File: config.mk
export PLATFORM = sky130hd
export DESIGN_NAME = alu_mul_sequencer
export DESIGN_NICKNAME = d
export VERILOG_FILES = /design/src/rtl/alu_ctrl_pkg.sv /design/src/rtl/alu_mul_sequencer.sv
export SDC_FILE = /design/constraint.sdc
export NUM_CORES = 1
export LEC_CHECK = 0
export CAP_MARGIN = 15
export CORE_MARGIN = 1.5
export CORE_UTILIZATION = 59
export DETAILED_ROUTE_END_ITERATION = 6
export DONT_BUFFER_PORTS = 1
export PLACE_DENSITY = 0.75
export SETUP_SLACK_MARGIN = 0.5
export SYNTH_ARGS = -nofsm -noshare
export SYNTH_HDL_FRONTEND = slang
export SYNTH_SLANG_ARGS = --single-unit
export TNS_END_PERCENT = 1
File: constraint.sdc
create_clock -name clk -period 2.2 [get_ports clk]
set_input_delay 0.44 -clock clk [delete_from_list [all_inputs] [get_ports clk]]
set_output_delay 0.44 -clock clk [all_outputs]
set_load 0.05 [all_outputs]
File: src/rtl/alu_ctrl_pkg.sv
// Shared encodings for the shift-and-add multiply sequencer: FSM states,
// ALU operation codes {c12,c13} and operand/counter widths.
package alu_ctrl_pkg;

  localparam int unsigned N_BITS = 8;
  localparam int unsigned CNT_W  = 3;

  typedef enum logic [1:0] {
    ST_IDLE  = 2'd0,
    ST_ADD   = 2'd1,
    ST_SHIFT = 2'd2,
    ST_DONE  = 2'd3
  } state_t;

  // ALU control word {c12, c13}
  localparam logic [1:0] ALU_OP_SHL = 2'b00;
  localparam logic [1:0] ALU_OP_SHR = 2'b01;
  localparam logic [1:0] ALU_OP_ADD = 2'b10;
  localparam logic [1:0] ALU_OP_SUB = 2'b11;

endpackage

File: src/rtl/alu_mul_sequencer.sv
// Unsigned 8x8->16 shift-and-add multiplier that borrows the shared ALU.
// Optional feature macro: ALU_SKIP_ZERO_EN (skip ADD when the multiplier LSB is 0).
module alu_mul_sequencer
  import alu_ctrl_pkg::*;
(
  input  logic              clk,
  input  logic              reset,
  input  logic              in_valid,
  output logic              in_ready,
  input  logic [N_BITS-1:0] op_a,
  input  logic [N_BITS-1:0] op_b,
  output logic              out_valid,
  input  logic              out_ready,
  output logic [2*N_BITS-1:0] product,
  output logic              product_zero,
  output logic              alu_c12,
  output logic              alu_c13,
  output logic [N_BITS-1:0] alu_a,
  output logic [N_BITS-1:0] alu_b,
  input  logic [N_BITS-1:0] alu_result,
  input  logic              alu_carry
);

  state_t            r_state;
  state_t            w_state_nxt;
  logic [N_BITS-1:0] r_p;
  logic [N_BITS-1:0] r_q;
  logic [N_BITS-1:0] r_m;
  logic              r_c;
  logic [CNT_W-1:0]  r_cnt;
  logic [1:0]        w_alu_op;
  logic [N_BITS-1:0] w_q_shift;
  logic              w_last;

  // Multiplier after the right shift; its LSB decides the next slot when skipping
  assign w_q_shift = {alu_carry, r_q[N_BITS-1:1]};
  assign w_last    = (r_cnt == CNT_W'(N_BITS - 1));

  // State and datapath storage
  always_ff @(posedge clk) begin
    if (reset) begin
      r_state <= ST_IDLE;
      r_p     <= '0;
      r_q     <= '0;
      r_m     <= '0;
      r_c     <= 1'b0;
      r_cnt   <= '0;
    end else begin
      r_state <= w_state_nxt;
      case (r_state)
        ST_IDLE: begin
          if (in_valid) begin
            r_m   <= op_a;
            r_q   <= op_b;
            r_p   <= '0;
            r_c   <= 1'b0;
            r_cnt <= '0;
          end
        end
        ST_ADD: begin
          r_p <= alu_result;
          r_c <= alu_carry;
        end
        ST_SHIFT: begin
          // Adder carry is the 9th product bit; it re-enters at P[7]
          r_p   <= {r_c, alu_result[N_BITS-2:0]};
          r_q   <= w_q_shift;
          r_c   <= 1'b0;
          r_cnt <= r_cnt + CNT_W'(1);
        end
        default: ;
      endcase
    end
  end

  // Next-state decode
  always_comb begin
    w_state_nxt = r_state;
    case (r_state)
      ST_IDLE: begin
        if (in_valid) begin
`ifdef ALU_SKIP_ZERO_EN
          w_state_nxt = op_b[0] ? ST_ADD : ST_SHIFT;
`else
          w_state_nxt = ST_ADD;
`endif
        end
      end
      ST_ADD:   w_state_nxt = ST_SHIFT;
      ST_SHIFT: begin
        if (w_last) begin
          w_state_nxt = ST_DONE;
        end else begin
`ifdef ALU_SKIP_ZERO_EN
          w_state_nxt = w_q_shift[0] ? ST_ADD : ST_SHIFT;
`else
          w_state_nxt = ST_ADD;
`endif
        end
      end
      ST_DONE:  if (out_ready) w_state_nxt = ST_IDLE;
      default:  w_state_nxt = ST_IDLE;
    endcase
  end

  // Handshake and ALU drive decode; ALU is idle (all zero) outside ADD/SHIFT
  always_comb begin
    in_ready  = 1'b0;
    out_valid = 1'b0;
    w_alu_op  = ALU_OP_SHL;
    alu_a     = '0;
    alu_b     = '0;
    case (r_state)
      ST_IDLE: in_ready = 1'b1;
      ST_ADD: begin
        w_alu_op = ALU_OP_ADD;
        alu_a    = r_p;
        alu_b    = r_q[0] ? r_m : '0;
      end
      ST_SHIFT: begin
        w_alu_op = ALU_OP_SHR;
        alu_a    = r_p;
      end
      ST_DONE: out_valid = 1'b1;
      default: ;
    endcase
  end

  assign {alu_c12, alu_c13} = w_alu_op;
  assign product            = {r_p, r_q};
  assign product_zero       = out_valid && (product == '0);

endmodule
# [Word level (Yosys, flattened, before mapping)]
# Index checks and enable logic that the tools add are counted.
[totals] reg_bits=30 out_inout_bits=37 word_cells=41
[classes] addsub=1 n_eq_ne=6 n_mux=18 n_reduce_logical=10
[ops] op="2-to-1 mux 8 bit" n=5
[ops] op="one-hot mux 8 bit (3 select lines)" n=1
[ops] op="logical NOT 16 bit" n=1
[ops] op="one-hot mux 8 bit (2 select lines)" n=1
[ops] op="one-hot mux 2 bit (4 select lines)" n=1
[ops] op="AND reduction 2 bit" n=4
[ops] op="2-to-1 mux 2 bit" n=3
[ops] op="one-hot mux 3 bit (2 select lines)" n=1
[ops] op="equality test 2 bit (second input constant)" n=2
[ops] op="inequality test 2 bit (second input constant)" n=2
[ops] op="one-hot mux 2 bit (2 select lines)" n=1
[ops] op="adder 3 x 1 -> 3 bit (second input constant)" n=1
[ops] op="equality test 3 bit (second input constant)" n=1
[ops] op="2-to-1 mux 1 bit" n=3
[ops] op="2-to-1 mux 3 bit" n=1
[ops] op="one-hot mux 1 bit (3 select lines)" n=1
[ops] op="nonzero test 3 bit" n=1
[ops] op="equality test 2 x 1 -> 1 bit (second input constant)" n=1
[ops] op="logical NOT 2 bit" n=1
[ops] op="nonzero test 2 bit" n=1
[ops] op="OR reduction 2 bit" n=1
[ops] op="logical AND 1 bit" n=1

# [Logic depth before layout (Yosys ltp)]
# Gate-level depths: netlist of the first run.
[logic_depth] ltp_word=3 mapped_depth=7 depth_no_buf=5

# [Worst setup path after synthesis of the first run]
# Ideal clock, no wire load.
[synth_timing] path_kind="reg2out" from="register r_state[0]" to="output product_zero" arrival_time_ns=2.722 slack_ns=-0.962 stages_incl_launch_ff=5 path_cell_list="dfxtp_1 > ha_1 > nor4b_1 > nand4_1 > nor4_1"
[synth_via] elab_chain_len=3
[synth_rtl] element="start, declared" line="alu_mul_sequencer.sv:24" rtl="state_t r_state;"
[synth_rtl] element="start signal, assigned" line="alu_mul_sequencer.sv:49" rtl="r_state <= w_state_nxt;"
[synth_rtl] element="equality test 2 bit" line="alu_mul_sequencer.sv:113" rtl="case (r_state)"
[synth_rtl] element="2-to-1 mux 1 bit" line="alu_mul_sequencer.sv:113"
[synth_rtl] element="via out_valid" line="alu_mul_sequencer.sv:12" rtl="output logic out_valid,"
[synth_rtl] element="logical AND 1 bit" line="alu_mul_sequencer.sv:131" rtl="assign product_zero = out_valid && (product == '0);"
[synth_rtl] element="end, declared" line="alu_mul_sequencer.sv:15" rtl="output logic product_zero,"
# The timed path passes the listed nets, and every way through them passes these cells.

# [Worst setup path after layout of the first run]
[layout_timing] from="register r_p[7]" to="output product_zero"
[layout_via] elab_chain_len=2
[layout_rtl] element="start, declared" line="alu_mul_sequencer.sv:26" rtl="logic [N_BITS-1:0] r_p;"
[layout_rtl] element="start signal, assigned" line="alu_mul_sequencer.sv:61" rtl="r_p <= alu_result;"
[layout_rtl] element="start signal, assigned" line="alu_mul_sequencer.sv:66" rtl="r_p <= {r_c, alu_result[N_BITS-2:0]};"
[layout_rtl] element="logical NOT 16 bit" line="alu_mul_sequencer.sv:131"
[layout_rtl] element="logical AND 1 bit" line="alu_mul_sequencer.sv:131"
# Every way passes these cells.

==> flow_summary.toml, run 1 <==
[run]
cap_violations = 0

[finish]
drive_above_1_share_pct = 36.46
fin_nets = 217
stdcell_count = 211
n_antenna_cell = 0
n_fill_cell = 194
layout-area-overhead-vs-synth_pct = 17.46

[sta]
hold_viol = 0
fin_crit_ns = 2.079
fin_crit_sh_pct = 94.50
worst_slew_pin_slew_ns = 0.6301
setup_tns_ns = 0
final.setup_skew_ns = 0.009379
setup-violations-final = 0
slew_viol_final = 0
fmax_mhz = 481.0
maxSlewHeadroom_pct = 57.94
rsz0062_at_grt = "yes"

[grt]
grt_pass1_wl_mm = 5.402
grt_use_total_pct = 26.87
first_global_vias = 1258
grt_max_degree = 31
antenna_found_initial = 0
overflow = 0

[yosys]
synth_compound_area_share_pct = 17.62
synth_top_family_by_area = "simple AND/OR/NAND/NOR gates"
synth-xor-area-share_pct = 0
synthesis.area_um2 = 1505
seq_area_frac_synth_pct = 39.90
synthTopCellsByArea = "dfxtp_1, a211oi_2, nand2_1"
synthAdderAreaFrac_pct = 5.819
synthSimpleGateAreaFrac_pct = 22.94
async_flop_share_pct = 0
synth_edf_count = 0
syn_nets = 203
syn-instance-count = 167
ys_seq_elements = 30
yosysMostFrequentCell = "dfxtp_1"
synth.distinct_cells = 31
yosys_warnings = 0
synthMuxAreaShare_pct = 8.645
synth_common_cells = "dfxtp_1, nand2_1, a21oi_1"
syn_avg_cell_area_um2 = 9.013
synthFlopType = "dfxtp_1"
synth_top_area_share_pct = 39.90
yosysTopAreaCell = "dfxtp_1"

[power_and_ir_drop]
p_per_area_nw_per_um2 = 703.7
total_leakage_power_nw = 0.6818
p_total_mw = 1.244
max-vdd-ir-drop_mv = 0.5491

[clock_tree]
numCtsBuffers = 5
cts-hold-fix-buffers = 0
clk_root_buffer_cell = "clkbuf_4"
clk_path_buf_depth = 2
htree_levels = 2
path_clk_slew_ns = 0.09
cts_tree = "built"
clk_latency_ns = 0.32
cts_sinks = 30

[min_path]
hold_start = "reset"
hold_depth = 1
worstHoldEndpoint = "r_q[1]$_SDFFE_PP0P_"
hp-class = "in -> reg"

[critical_path]
slowest_stage = "dfxtp_4"
required_ns = 1.76
r2r_cells = 5
r2r-start = "r_state[1]$_SDFFE_PP0P_"
worstReg2RegEnd = "r_p[0]$_SDFFE_PP0P_"
path_cells = "nor4b_4 -> nand4_1 -> nor4_4 -> buf_12"
crit_type = "reg -> out"
cp-end-kind = "primary output"
cp.arrival_ns = 1.64
cp_slowest_stage_delay_ns = 0.42
critPathLaunch = "r_p[7]$_SDFFE_PP0P_"
critPathLaunchType = "flip-flop"
cp_max_fo = 4
rrSetupSlack_ns = 0.51

[floorplanning]
io_pins = 66
die_x_um = 53.51
die_area_um2 = 2863
rows = 18
core-area_um2 = 2455
dieHeight_um = 53.51
start_util_pct = 61.32

[placed_design]
port_buffers = 0
dp_hpwl_mm = 2.425
place_inst = 203
gp_congestion = 0.7545

[drt]
ant_nets = 0
via_count = 1279
drc = 0
avgRoutedWirePerCell_um = 16.12
viasPerCell = 6.062
firstDrtPassIters = 4
first_iter_violations = 19
wl_mm = 3.401

[run_status]
status = "finished clean"
[cell usage in the layout (no fill, tap or decap), drive strengths merged]
master	instances
dfxtp	30
nand2	25
buf	18
a21oi	16
nor2	15
mux2i	10
and2	9
and3	8
a211oi	8
clkbuf	7
ha	7
a32oi	6
nand3	5
nor4	3
inv	2
nand4	2
nand2b	2
mux2	2
nor4b	1
o21a	1
nand3b	1
a31o	1
a22o	1
a21o	1
[sequential cells by signal, indices dropped and copies added, names as in the netlist]
signal / count
r_c: 1
r_cnt: 3
r_m: 8
r_p: 8
r_q: 8
r_state: 2
[cells by family (layout without fill, tap and decap cells)]
group / count (synthesis) / count (layout)
DFF: 30 / 30
adders and majority gates: 7 / 7
AOI/OAI and AO/OA: 34 / 34
buffers and inverters: 13 / 27
muxes: 12 / 12
and+or+nand+nor: 71 / 71
[where the power goes]
group          switching, mW  internal [mW]
Clock                  0.172          0.120
Combinational          0.212          0.107
Sequential            0.0543          0.579
[critical path, delay by kind of cell, from the launching register on]
| family | cells | cell delay [ns] |
|---|---|---|
| buffers and inverters | 1 | 0.18 |
| AND/OR/NAND/NOR | 3 | 0.72 |
| flip-flops | 1 | 0.42 |
[stage by stage]
stage	util, %	hold slack, ns	worst slack [ns]	instance area [um2]
finish	72.02	0.1669	0.1211	1768
CTS	71.92	0.1518	0.07318	1765
global route	72.02	0.1353	0.01192	1768
floorplan	-	0.4319	0.1897	1550
global placement	67.58	0.4321	0.2281	1659
detailed placement	67.58	0.4396	0.2104	1659
[worst max path at each step]
stage,endpoint,slack [ns],depth (start not counted)
2_1_floorplan,product_zero,0.19,4
3_3_place_gp,product_zero,0.23,4
3_5_place_dp,product_zero,0.21,4
4_1_cts,product_zero,0.07,5
5_1_grt,product_zero,0.01,5
6_report,product_zero,0.12,4
[layer usage]
layer  part of all wire (%)  wire (um)  vias to the layer above  global-route usage (%)
li1                       -          -                      621                       -
met1                     39       1342                      604                   30.09
met2                     52       1784                       48                   45.88
met3                    6.6        223                        6                   9.040
met4                    1.5         51                        0                   11.97
met5                      0          0                        -                       0
[layout make-up]
cell class / instances / area (um2) / share of cell area, %
well taps: 30 / 37.54 / 2.123
flip-flops and latches: 30 / 616.8 / 34.89
repair buffers: 18 / 147.6 / 8.351
inverters: 2 / 7.507 / 0.4246
clock buffers: 7 / 45.04 / 2.548
multi-input cells: 124 / 913.4 / 51.66
[repair_timing]
item                       4_1_cts  5_1_grt
gates cloned                     0        0
pin swaps                        2        1
setup endpoints to repair       29       36
buffers inserted                 1        0
gates resized for setup         24        1
Note: power is estimated with default switching activity, not from simulation.
==> run 2: changes to the inputs <==
==> constraint.sdc (replaced) <==
create_clock -name clk -period 2.2 [get_ports clk]
set_input_delay 0.33 -clock clk [delete_from_list [all_inputs] [get_ports clk]]
set_output_delay 0.33 -clock clk [all_outputs]
set_load 0.05 [all_outputs]
==> run 2 against run 1 <==
Compared with the run above:
- register-to-register slack barely moved
- largest power group unchanged
- largest cell class unchanged
- die area did not move
- via count fell by 2.3%
- final cell count fell by 2.4%
- clock skew fell by 0.0031 ns
- sequential power rose by 2%
- first-iteration DRC count fell by 26%
==> flow_summary.toml, run 2 (synthesis results as in run 1) <==
[run_status]
status = "finished clean"

[finish]
n_antenna_cell = 0
multiInputGateArea_um2 = 894.6
final-seq-area_um2 = 611.8
final_cell_area_um2 = 1698
largestRegisters = "r_m (8), r_p (8), r_q (8)"
drive_above_1_share_pct = 31.82
mostFrequentLayoutCells = "nand2_1, dfxtp_1, a21oi_1, nor2_1, buf_4"
n_fill_cell = 211
layout-area-overhead-vs-synth_pct = 12.80
mostFrequentLayoutCell = "nand2_1"
fin_nets = 212
stdcell_count = 206

[min_path]
hp-class = "in -> reg"

[grt]
antenna_found_initial = 0
grt_max_degree = 31
grt_pass1_wl_mm = 5.161
first_global_vias = 1193
overflow = 0
grt_use_total_pct = 25.27

[critical_path]
required_ns = 1.87
r2r-start = "r_state[0]$_SDFFE_PP0P_"
slowest_stage = "and2_1"
cp-end-kind = "primary output"
cp.arrival_ns = 1.73
crit_end = "alu_a[2]"
r2r_cells = 5
critPathLaunchType = "flip-flop"
cp_slowest_stage_delay_ns = 0.47
crit_type = "reg -> out"
worstReg2RegEnd = "r_q[0]$_SDFFE_PP0P_"
rrSetupSlack_ns = 0.52
critPathLaunch = "r_state[1]$_SDFFE_PP0P_"
path_cells = "inv_1 -> ha_2 -> and2_1"
cp_max_fo = 12

[sta]
hold_viol = 0
fmax_mhz = 485.7
slew_viol_final = 0
setup-violations-final = 0
fin_crit_ns = 2.059
final.setup_skew_ns = 0.006245
maxSlewHeadroom_pct = 57.79
setup_ws_ns = 0.1413
setup_tns_ns = 0
worst_slew_pin_slew_ns = 0.6324
fin_crit_sh_pct = 93.58
rsz0062_at_grt = "yes"

[floorplanning]
rows = 18
io_pins = 66
start_util_pct = 61.32
die_x_um = 53.51
dieHeight_um = 53.51
core-area_um2 = 2455
die_area_um2 = 2863

[drt]
avgRoutedWirePerCell_um = 16.30
first_iter_violations = 14
ant_nets = 0
viasPerCell = 6.068
drc = 0
firstDrtPassIters = 6
wl_mm = 3.357
via_count = 1250

[placed_design]
port_buffers = 0
dp_hpwl_mm = 2.352
place_inst = 198
gp_congestion = 0.7270
post-place-ws_ns = 0.3681
place_area_um2 = 1612

[power_and_ir_drop]
max-vdd-ir-drop_mv = 0.5432
p_per_area_nw_per_um2 = 728.5
p_total_mw = 1.237
total_leakage_power_nw = 0.6465

[clock_tree]
cts_tree = "built"
clk_root_buffer_cell = "clkbuf_4"
numCtsBuffers = 5
clk_latency_ns = 0.33
path_clk_slew_ns = 0.09
clk_path_buf_depth = 2
htree_levels = 2
cts_sinks = 30

[run]
cap_violations = 0
==> run 2: worst max-delay path: cells and delay by family (launching register included) <==
kind | cells | cell delay [ns]
AND/OR/NAND/NOR | 1 | 0.47
buffers and inverters | 1 | 0.11
flip-flops | 1 | 0.37
adder cells (fa/ha/maj) | 1 | 0.46
==> run 2: final cells by class <==
type,count,share of cell area (%)
clock buffers,7,2.653
well taps,30,2.211
flip-flops and latches,30,36.04
inverters,2,0.4422
multi-input cells,124,52.69
repair buffers,13,5.969
==> run 2: worst min-delay path by stage <==
stage | cells after the start | to | slack (ns) | start
after detailed placement | 1 | r_q[1]$_SDFFE_PP0P_ | 0.39 | reset
final | 1 | r_state[0]$_SDFFE_PP0P_ | 0.06 | reset
after CTS | 1 | r_q[1]$_SDFFE_PP0P_ | 0.04 | reset
after floorplan | 2 | r_m[0]$_SDFFE_PP0P_ | 0.43 | r_m[0]$_SDFFE_PP0P_
after global routing | 1 | r_q[1]$_SDFFE_PP0P_ | 0.04 | reset
after global placement | 1 | r_q[1]$_SDFFE_PP0P_ | 0.39 | reset
==> run 2: what timing repair did <==
item | 4_1_cts | 5_1_grt
buffers inserted | 1 | 0
setup endpoints to repair | 19 | 32
resized for setup | 10 | 5
pin swaps | 2 | 2
hold buffers | 0 | 0
==> run 2: metrics by stage <==
stage | hold WS [ns] | utilization (%)
final | 0.05736 | 69.16
after global routing | 0.03573 | 69.16
after CTS | 0.04087 | 68.71
after detailed placement | 0.3908 | 65.65
after global placement | 0.3902 | 65.65
after floorplan | 0.4319 | -
==> run 2: per-layer routing <==
| layer | wire length, um | GRT usage, % | share of wire (%) |
|---|---|---|---|
| met5 | 0 | 0 | 0 |
| met4 | 49 | 13.25 | 1.5 |
| met3 | 224 | 7.910 | 6.7 |
| met2 | 1639 | 43.83 | 49 |
| met1 | 1443 | 27.26 | 43 |
==> run 2: where the power goes <==
part           switching [mW]  leakage [nW]  internal (mW)  total [mW]
Sequential             0.0667         0.249          0.580       0.646
Clock                   0.176        0.0254          0.120       0.296
Combinational           0.196         0.373         0.0987       0.295
